==> src/rtl/mem_arbiter.sv <==
// mem_arbiter
// Two-port round-robin arbiter and sequencer for a shared negedge-clocked
// BRAM. Port 0 is the processor data path and port 1 is the ROM loader/debug
// path. Each granted request becomes exactly one Memory transaction:
// IDLE -> ACCESS (one cycle, Memory acts on the intervening negedge) ->
// ACK (one-cycle ack pulse) -> IDLE.
//
// Ports:
//   clk_i       system clock (this block on posedge, Memory on negedge)
//   reset_ni    asynchronous active-low reset
//   req_i       per-port request, held until that port's ack_o pulses
//   pN_we_i     1 = write, 0 = read
//   pN_addr_i   access address
//   pN_data_i   write data
//   ack_o       one-cycle completion pulse per port
//   gnt_o       one-hot owner of the current transaction, 0 when idle
//   rdata_o     registered read data, valid while ack_o is high for a read
//   busy_o      high in ACCESS and ACK
//   mem_addr_o  Memory address
//   mem_data_o  Memory write data
//   mem_we_no   Memory write enable, active low
//   mem_data_i  Memory read data
module mem_arbiter #(
  parameter int WORDS      = 8,
  parameter int DATA_WIDTH = 16
) (
  input  logic                  clk_i,
  input  logic                  reset_ni,
  input  logic [1:0]            req_i,
  input  logic                  p0_we_i,
  input  logic                  p1_we_i,
  input  logic [WORDS-1:0]      p0_addr_i,
  input  logic [WORDS-1:0]      p1_addr_i,
  input  logic [DATA_WIDTH-1:0] p0_data_i,
  input  logic [DATA_WIDTH-1:0] p1_data_i,
  output logic [1:0]            ack_o,
  output logic [1:0]            gnt_o,
  output logic [DATA_WIDTH-1:0] rdata_o,
  output logic                  busy_o,
  output logic [WORDS-1:0]      mem_addr_o,
  output logic [DATA_WIDTH-1:0] mem_data_o,
  output logic                  mem_we_no,
  input  logic [DATA_WIDTH-1:0] mem_data_i
);

  typedef enum logic [1:0] {IDLE, ACCESS, ACK} state_t;

  state_t                state_q, state_d;
  logic                  last_q, last_d;   // port that won the previous grant
  logic                  win_q, win_d;     // owner of the current transaction
  logic                  we_q, we_d;       // current transaction is a write
  logic [1:0]            gnt_q, gnt_d;
  logic [1:0]            ack_q, ack_d;
  logic [DATA_WIDTH-1:0] rdata_q, rdata_d;
  logic [WORDS-1:0]      addr_q, addr_d;
  logic [DATA_WIDTH-1:0] wdata_q, wdata_d;
  logic                  we_n_q, we_n_d;
  logic                  win_sel;
  logic                  win_we;

  always_comb begin
    state_d = state_q;
    last_d  = last_q;
    win_d   = win_q;
    we_d    = we_q;
    gnt_d   = gnt_q;
    ack_d   = ack_q;
    rdata_d = rdata_q;
    addr_d  = addr_q;
    wdata_d = wdata_q;
    we_n_d  = we_n_q;

    // A lone request wins outright; on a tie the port that did not win last
    // time goes next, so neither port waits more than one transaction.
    case (req_i)
      2'b01:   win_sel = 1'b0;
      2'b10:   win_sel = 1'b1;
      default: win_sel = ~last_q;
    endcase
    win_we = win_sel ? p1_we_i : p0_we_i;

    case (state_q)
      IDLE: begin
        if (|req_i) begin
          state_d = ACCESS;
          win_d   = win_sel;
          last_d  = win_sel;
          we_d    = win_we;
          we_n_d  = ~win_we;
          gnt_d   = win_sel ? 2'b10 : 2'b01;
          addr_d  = win_sel ? p1_addr_i : p0_addr_i;
          wdata_d = win_sel ? p1_data_i : p0_data_i;
        end
      end
      ACCESS: begin
        // The Memory has acted on the negedge inside this cycle.
        state_d = ACK;
        we_n_d  = 1'b1;
        if (!we_q) rdata_d = mem_data_i;
        ack_d   = win_q ? 2'b10 : 2'b01;
      end
      ACK: begin
        state_d = IDLE;
        ack_d   = 2'b00;
        gnt_d   = 2'b00;
      end
      default: begin
        state_d = IDLE;
        ack_d   = 2'b00;
        gnt_d   = 2'b00;
        we_n_d  = 1'b1;
      end
    endcase
  end

  // Reset asynchronously forces the write strobe inactive and aborts any
  // transaction in flight without an ack.
  always_ff @(posedge clk_i or negedge reset_ni) begin
    if (!reset_ni) begin
      state_q <= IDLE;
      last_q  <= 1'b1;
      win_q   <= 1'b0;
      we_q    <= 1'b0;
      gnt_q   <= 2'b00;
      ack_q   <= 2'b00;
      rdata_q <= '0;
      addr_q  <= '0;
      wdata_q <= '0;
      we_n_q  <= 1'b1;
    end else begin
      state_q <= state_d;
      last_q  <= last_d;
      win_q   <= win_d;
      we_q    <= we_d;
      gnt_q   <= gnt_d;
      ack_q   <= ack_d;
      rdata_q <= rdata_d;
      addr_q  <= addr_d;
      wdata_q <= wdata_d;
      we_n_q  <= we_n_d;
    end
  end

  assign ack_o      = ack_q;
  assign gnt_o      = gnt_q;
  assign rdata_o    = rdata_q;
  assign busy_o     = (state_q == ACCESS) || (state_q == ACK);
  assign mem_addr_o = addr_q;
  assign mem_data_o = wdata_q;
  assign mem_we_no  = we_n_q;

endmodule

==> config.mk <==
export PLATFORM = sky130hd
export DESIGN_NAME = mem_arbiter
export DESIGN_NICKNAME = d
export VERILOG_FILES = /design/src/rtl/mem_arbiter.sv
export SDC_FILE = /design/constraint.sdc
export NUM_CORES = 1
export LEC_CHECK = 0
export ABC_AREA = 1
export BUFFER_PORTS_ARGS = -buffer_cell sky130_fd_sc_hd__buf_2
export CAP_MARGIN = 20
export CORE_ASPECT_RATIO = 1.4
export CORE_MARGIN = 2
export CORE_UTILIZATION = 40
export DETAILED_ROUTE_END_ITERATION = 10
export PLACE_DENSITY = 0.72
export SYNTH_ARGS = -nofsm -noshare
export SYNTH_HDL_FRONTEND = slang
export SYNTH_SLANG_ARGS = --single-unit
==> constraint.sdc <==
create_clock -name clk_i -period 1.3 [get_ports clk_i]
set_input_delay 0.13 -clock clk_i [delete_from_list [all_inputs] [get_ports clk_i]]
set_output_delay 0.13 -clock clk_i [all_outputs]
set_load 0.005 [all_outputs]
==> results of run 1 <==
-- logic make-up after synthesis --
logic type      count (synthesis)  share of synthesized area, %
compound gates                 12                         2.458
flops                          50                         48.29
simple gates                  190                         31.61
fa+ha+maj                       7                         3.373
buf+inv                        79                         14.26
-- synthesized netlist by cell type --
cell type  number
a21oi_1         4
a31oi_1         1
buf_2           5
buf_4           1
buf_6           4
buf_8           1
clkbuf_1        1
clkbuf_8        2
dfrtp_1        48
dfstp_2         2
ha_1            7
inv_1          60
inv_2           4
inv_4           1
nand2_1       135
nand2_2         4
nand2_4         5
nand3_1        43
nand3b_1        1
nor2_1          1
o21ai_0         2
o21ai_1         3
o22ai_1         2
or2_2           1
-- cell type report --
| cell class | count | area share (%) |
|---|---|---|
| Clock buffer | 5 | 1.978 |
| Inverter | 65 | 7.374 |
| Sequential cell | 50 | 36.04 |
| Multi-Input combinational cell | 209 | 29.10 |
| Tap cell | 72 | 2.590 |
| Timing Repair Buffer | 135 | 21.76 |
| Clock inverter | 3 | 1.151 |
-- sequential cells by signal, summed over array words and instances, names as in the netlist --
name and flops:
mem_we_no 1, ack_o 2, we_q 1, rdata_o 16, mem_addr_o 8, state_q 2, last_q 1, win_q 1
gnt_o 2, mem_data_o 16
-- worst reg2reg max path, delay by kind of cell, from the launching register on --
family / cells / cell delay, ps
adder cells (fa/ha/maj): 1 / 180
AND/OR/NAND/NOR: 2 / 340
flip-flops: 1 / 400
AO/OA/AOI/OAI: 1 / 40
buffers and inverters: 3 / 240
-- what timing repair did --
| item | CTS | global route |
|---|---|---|
| hold buffers | 1 | 0 |
| resized for setup | 7 | 6 |
| hold endpoints to repair | 48 | 0 |
| endpoints found under the setup margin | 36 | 23 |
| buffers inserted | 1 | 1 |
-- worst max path at each step --
stage                           startpoint                   endpoint  cells past startpoint
global placement                  req_i[0]  mem_data_o[7]$_DFFE_PN0P_                      9
global route        state_q[0]$_DFFE_PN0N_      mem_we_no$_DFFE_PN1P_                      8
CTS                 state_q[1]$_DFFE_PN0N_     rdata_o[9]$_DFFE_PN0P_                      7
detailed placement  state_q[0]$_DFFE_PN0N_       gnt_o[1]$_DFFE_PN0P_                      6
finish              state_q[0]$_DFFE_PN0N_      mem_we_no$_DFFE_PN1P_                      7
floorplan           state_q[0]$_DFFE_PN0N_  mem_addr_o[2]$_DFFE_PN0P_                      8
-- per-layer routing --
metal	GRT usage [%]	vias up	share of wire (%)
li1	-	1258	-
met2	34.16	86	54
met4	3.919	0	0.94
met5	0	-	0
met1	17.47	1085	40
met3	3.749	6	5.6
-- power breakdown --
group / switching [uW] / internal [uW] / total [uW]
registers: 396 / 2350 / 2750
logic: 2000 / 1620 / 3620
clock network: 504 / 567 / 1070
total: 2890 / 4540 / 7440
-- per-stage QoR --
step,instances,setup slack (ps)
4_1_cts,538,3.248
6_report,539,47.48
5_1_grt,539,-14.13
2_1_floorplan,338,31.63
3_3_place_gp,528,-32.69
3_5_place_dp,528,-103.9
==> metrics, run 1 <==
status=completed; FP Rows=34; global route overflow=0; worst hold start=mem_data_i[1]; synthesized area per cell=7.681 sq um; global-route wire length before repair=9.936 mm; worst path buffer plus inverter count=3; Final ANT Viol Nets=0; die area=7160 sq um; I/O Pins=116; P&R area growth vs syn=33.98%; reg-to-reg slack, setup=~47 ps; share of the yosys chip area belonging to registers=48.29%; Num CTS Buffers=5; GRT Total Usage=between 10% and 20%; Critical Path Max Stage Delay=roughly 400 ps; Startpoint Class=register; Final GP Congestion=around 0.8; cell taking the most area after synthesis=dfrtp_1; top cell family by delay on the critical path=flip-flops; Vias=2,435; Die W=roughly 72 microns; starting density of the core=41.52%; setup TNS=0 ps; share of the synthesized area in the top cell type=46.27%; Max VDD drop=0.0007701 V; clk_skew=slightly below 8 ps; Worst-path clk slew=90 ps; routed length per instance=11.46 microns; top cells by area, synth=dfrtp_1 (46%), nand2_1 (20%), inv_1 (8.7%), nand3_1 (8.3%), ha_1 (3.4%); max-cap violations=0; Worst R2R Start=state_q[0]$_DFFE_PN0N_; Critical Path Slowest Stage Cell=dfrtp_1; Max Root-Sink Buffers=2; Mapped Area=2596 sq um; Die H=99.33 microns; worst reg2reg path depth=7; commonest non-fill, non-tap cell in the layout=nand2_1; crit path capture type=register; most frequent cells in the layout=nand2_1 (135), buf_2 (115), inv_1 (58); part of the cycle the worst path needs=between 90% and 100%; Design Area, Final=between 3000 and 4000 sq um; post-synthesis cell type count=24; drc violations=0; Seq. cell area=~1300 sq um; CTS H-tree depth=2; core area=6254 sq um; final wirelength=6.177 mm; WS Path Type=reg -> reg; CP arrival=1500 ps; final hold vios=0; layout cells sized above 1=35.33%; # setup viols final=0; Post-DP Area=3291 sq um; final core occ=a little under three fifths; # clock sinks=50; Crit path required time=about 1500 ps; Inserted Diodes=0; Multi-input gate area=1012 sq um; # fillers=626; Leak Pwr=0.002133 uW; initial antenna violation count=0; nets=543; R2R Path End=mem_we_no$_DFFE_PN1P_; root buffer cell=clkbuf_8; CTS tree=done; Worst slew margin=80.04%; Worst Hold End=rdata_o[1]$_DFFE_PN0P_; critical-path maximum fanout=2; Synth Net Count=415; PD cells=2138 nW/um^2; RSZ-0062 raised after global routing=yes; cells along the critical path=inv_2, buf_4, ha_2, a21oi_2, or2_2, nand2_1, inv_1; synth warn=0; vias in the first global route=approximately 2,400; minimum clock period=1253 ps; total power=7436 uW; Min Hold Slack=59.38 ps; DP Wirelength=4.564 mm; drt initial violations=111; count of state elements after synthesis=50; largest net degree at the start of global routing=51; Worst-Skew Late Latency=300 ps; PortBufs=115; Final Max Slew Viols=0; Vias/cell=4.518; iteration count of the initial detailed-routing pass=4; measured slew at the worst slew-check pin=~300 ps; Worst Hold Depth=3; FMAX=798.4 MHz; Mapped Cells=roughly 340; Min-Delay Path Class=in -> reg
(Power assumes the default switching activity.)
==> run 2: changes to the inputs <==
Settings changed: CORE_ASPECT_RATIO 1.4 to not set, CORE_UTILIZATION 40 to 43, CTS_CLUSTER_DIAMETER set to 150, PLACE_DENSITY 0.72 to 0.77.
==> run 2 against run 1 <==
  * Hold slack got worse by 1.8 ps
  * Power fell by 1.7%
  * Critical endpoint is now busy_o
  * Fmax fell by 1.1%
  * Sequential power barely moved
==> metrics, run 2 (synthesis results as in run 1) <==
status=completed; CTS H-tree depth=2; global route overflow=0; Final ANT Viol Nets=0; Max VDD drop=0.001169 V; max-cap violations=0; Worst-Skew Late Latency=300 ps; I/O Pins=116; PD cells=2130 nW/um^2; Inserted Diodes=0; WS Path Type=reg -> out; critical-path maximum fanout=3; CTS tree=done; clk_skew=~9.6 ps; GRT Total Usage=17.89%; root buffer cell=clkbuf_8; crit path capture type=primary output; global-route wire length before repair=9.349 mm; Vias=roughly 2,400; P&R area growth vs syn=32.24%; Multi-input gate area=1011 sq um; Worst slew margin=about four fifths; Critical Path Slowest Stage Cell=dfrtp_1; setup ws final=approximately 33 ps; Startpoint Class=register; vias in the first global route=2,131; iteration count of the initial detailed-routing pass=4; setup slack at placement=-94.20 ps; drt initial violations=150; final hold vios=0; cells along the critical path=inv_2, ha_4, buf_6; measured slew at the worst slew-check pin=~280 ps; CP arrival=1140 ps; Vias/cell=4.537; # setup viols final=0; total power=7313 uW; PortBufs=115; initial antenna violation count=0; starting density of the core=44.11%; Max Root-Sink Buffers=2; largest net degree at the start of global routing=51; top cell family by delay on the critical path=flip-flops; worst path buffer plus inverter count=2; Seq. cell area=1254 sq um; DP Wirelength=4.353 mm; drc violations=0; most frequent cells in the layout=nand2_1 (134), buf_2 (114), inv_1 (58); final core occ=about three fifths; met3 wire len=304 microns; Final Max Slew Viols=0; Die H=81.71 microns; Die W=81.71 microns; die area=6676 sq um; FMAX=about 790 MHz; final wirelength=6.089 mm; core area=5886 sq um; Critical Path Max Stage Delay=410 ps; Final GP Congestion=0.7848; nets=537; Worst-path clk slew=90 ps; top sig layer=met4; # fillers=563; minimum clock period=1267 ps; FP Rows=28; routed length per instance=11.36 microns; Num CTS Buffers=5; Min-Delay Path Class=in -> reg; Leak Pwr=between 0.002 and 0.0025 uW; wire length on met2=2.901 mm; # clock sinks=50; RSZ-0062 raised after global routing=yes; Crit path required time=1170 ps; layout cells sized above 1=34.27%; Design Area, Final=3433 sq um; Post-DP Area=3237 sq um; Routed met1 length=2.812 mm; part of the cycle the worst path needs=97.45%; commonest non-fill, non-tap cell in the layout=nand2_1; setup TNS=0 ps
run 2: changes by cell type in the layout (fill, tap and decap cells not counted), sizes merged:
cell	previous run	this run
inv	64	65
clkinvlp	0	1
buf	134	127
clkinv	3	0
clkbuf	5	7
run 2: final timing paths:
check / start / end / slack (ps) / cells after the start
max in group asynchronous: reset_ni / mem_we_no$_DFFE_PN1P_ / 670 / 3
min in group asynchronous: reset_ni / mem_data_o[2]$_DFFE_PN0P_ / 340 / 3
worst min register to register: win_q$_DFFE_PN0P_ / ack_o[0]$_DFFE_PN0N_ / 460 / 1
worst max-delay path: state_q[1]$_DFFE_PN0N_ / busy_o / 30 / 3
worst min-delay path: mem_data_i[15] / rdata_o[15]$_DFFE_PN0P_ / 60 / 3
worst max register to register: state_q[1]$_DFFE_PN0N_ / rdata_o[9]$_DFFE_PN0P_ / 50 / 6
run 2: report_power, final:
part	leakage [uW]	internal, uW	switching (uW)	total, uW
Combinational	0.00144	1530	1960	3490
Sequential	0.000609	2350	398	2750
Clock	0.0000514	574	498	1070
Total	0.00210	4460	2860	7310
run 2: worst register-to-register path: stages (launching register included):
cell and delay (ps):
dfrtp_1 430, inv_2 110, ha_2 230, nand2_2 90, clkbuf_4 190, nand2_1 70, nand2_1 50
run 2: what timing repair did:
item,4_1_cts,5_1_grt
hold buffers,1,0
setup endpoints to repair,30,43
resized for setup,3,13
buffers inserted,1,0
cloned,0,1
endpoints found under the hold margin,48,0
run 2: stage by stage:
| step | instances | hold WS [ps] |
|---|---|---|
| 3_3_place_gp | 525 | 140.0 |
| 5_1_grt | 536 | 50.62 |
| 3_5_place_dp | 525 | 139.9 |
| 4_1_cts | 535 | 50.53 |
| 2_1_floorplan | 338 | -165.6 |
| 6_report | 536 | 57.60 |
run 2: layout make-up:
cell class	count	share of cell area (%)
Sequential cell	50	36.52
Inverter	65	7.325
Clock inverter	2	1.093
Tap cell	75	2.733
Timing Repair Buffer	129	20.77
Multi-Input combinational cell	209	29.45
Clock buffer	6	2.114
run 2: per-layer routing:
metal / vias up / GRT usage [%]
met4: 0 / 4.500
met3: 6 / 3.187
met5: - / 0
met2: 69 / 30.57
li1: 1251 / -
met1: 1106 / 23.60
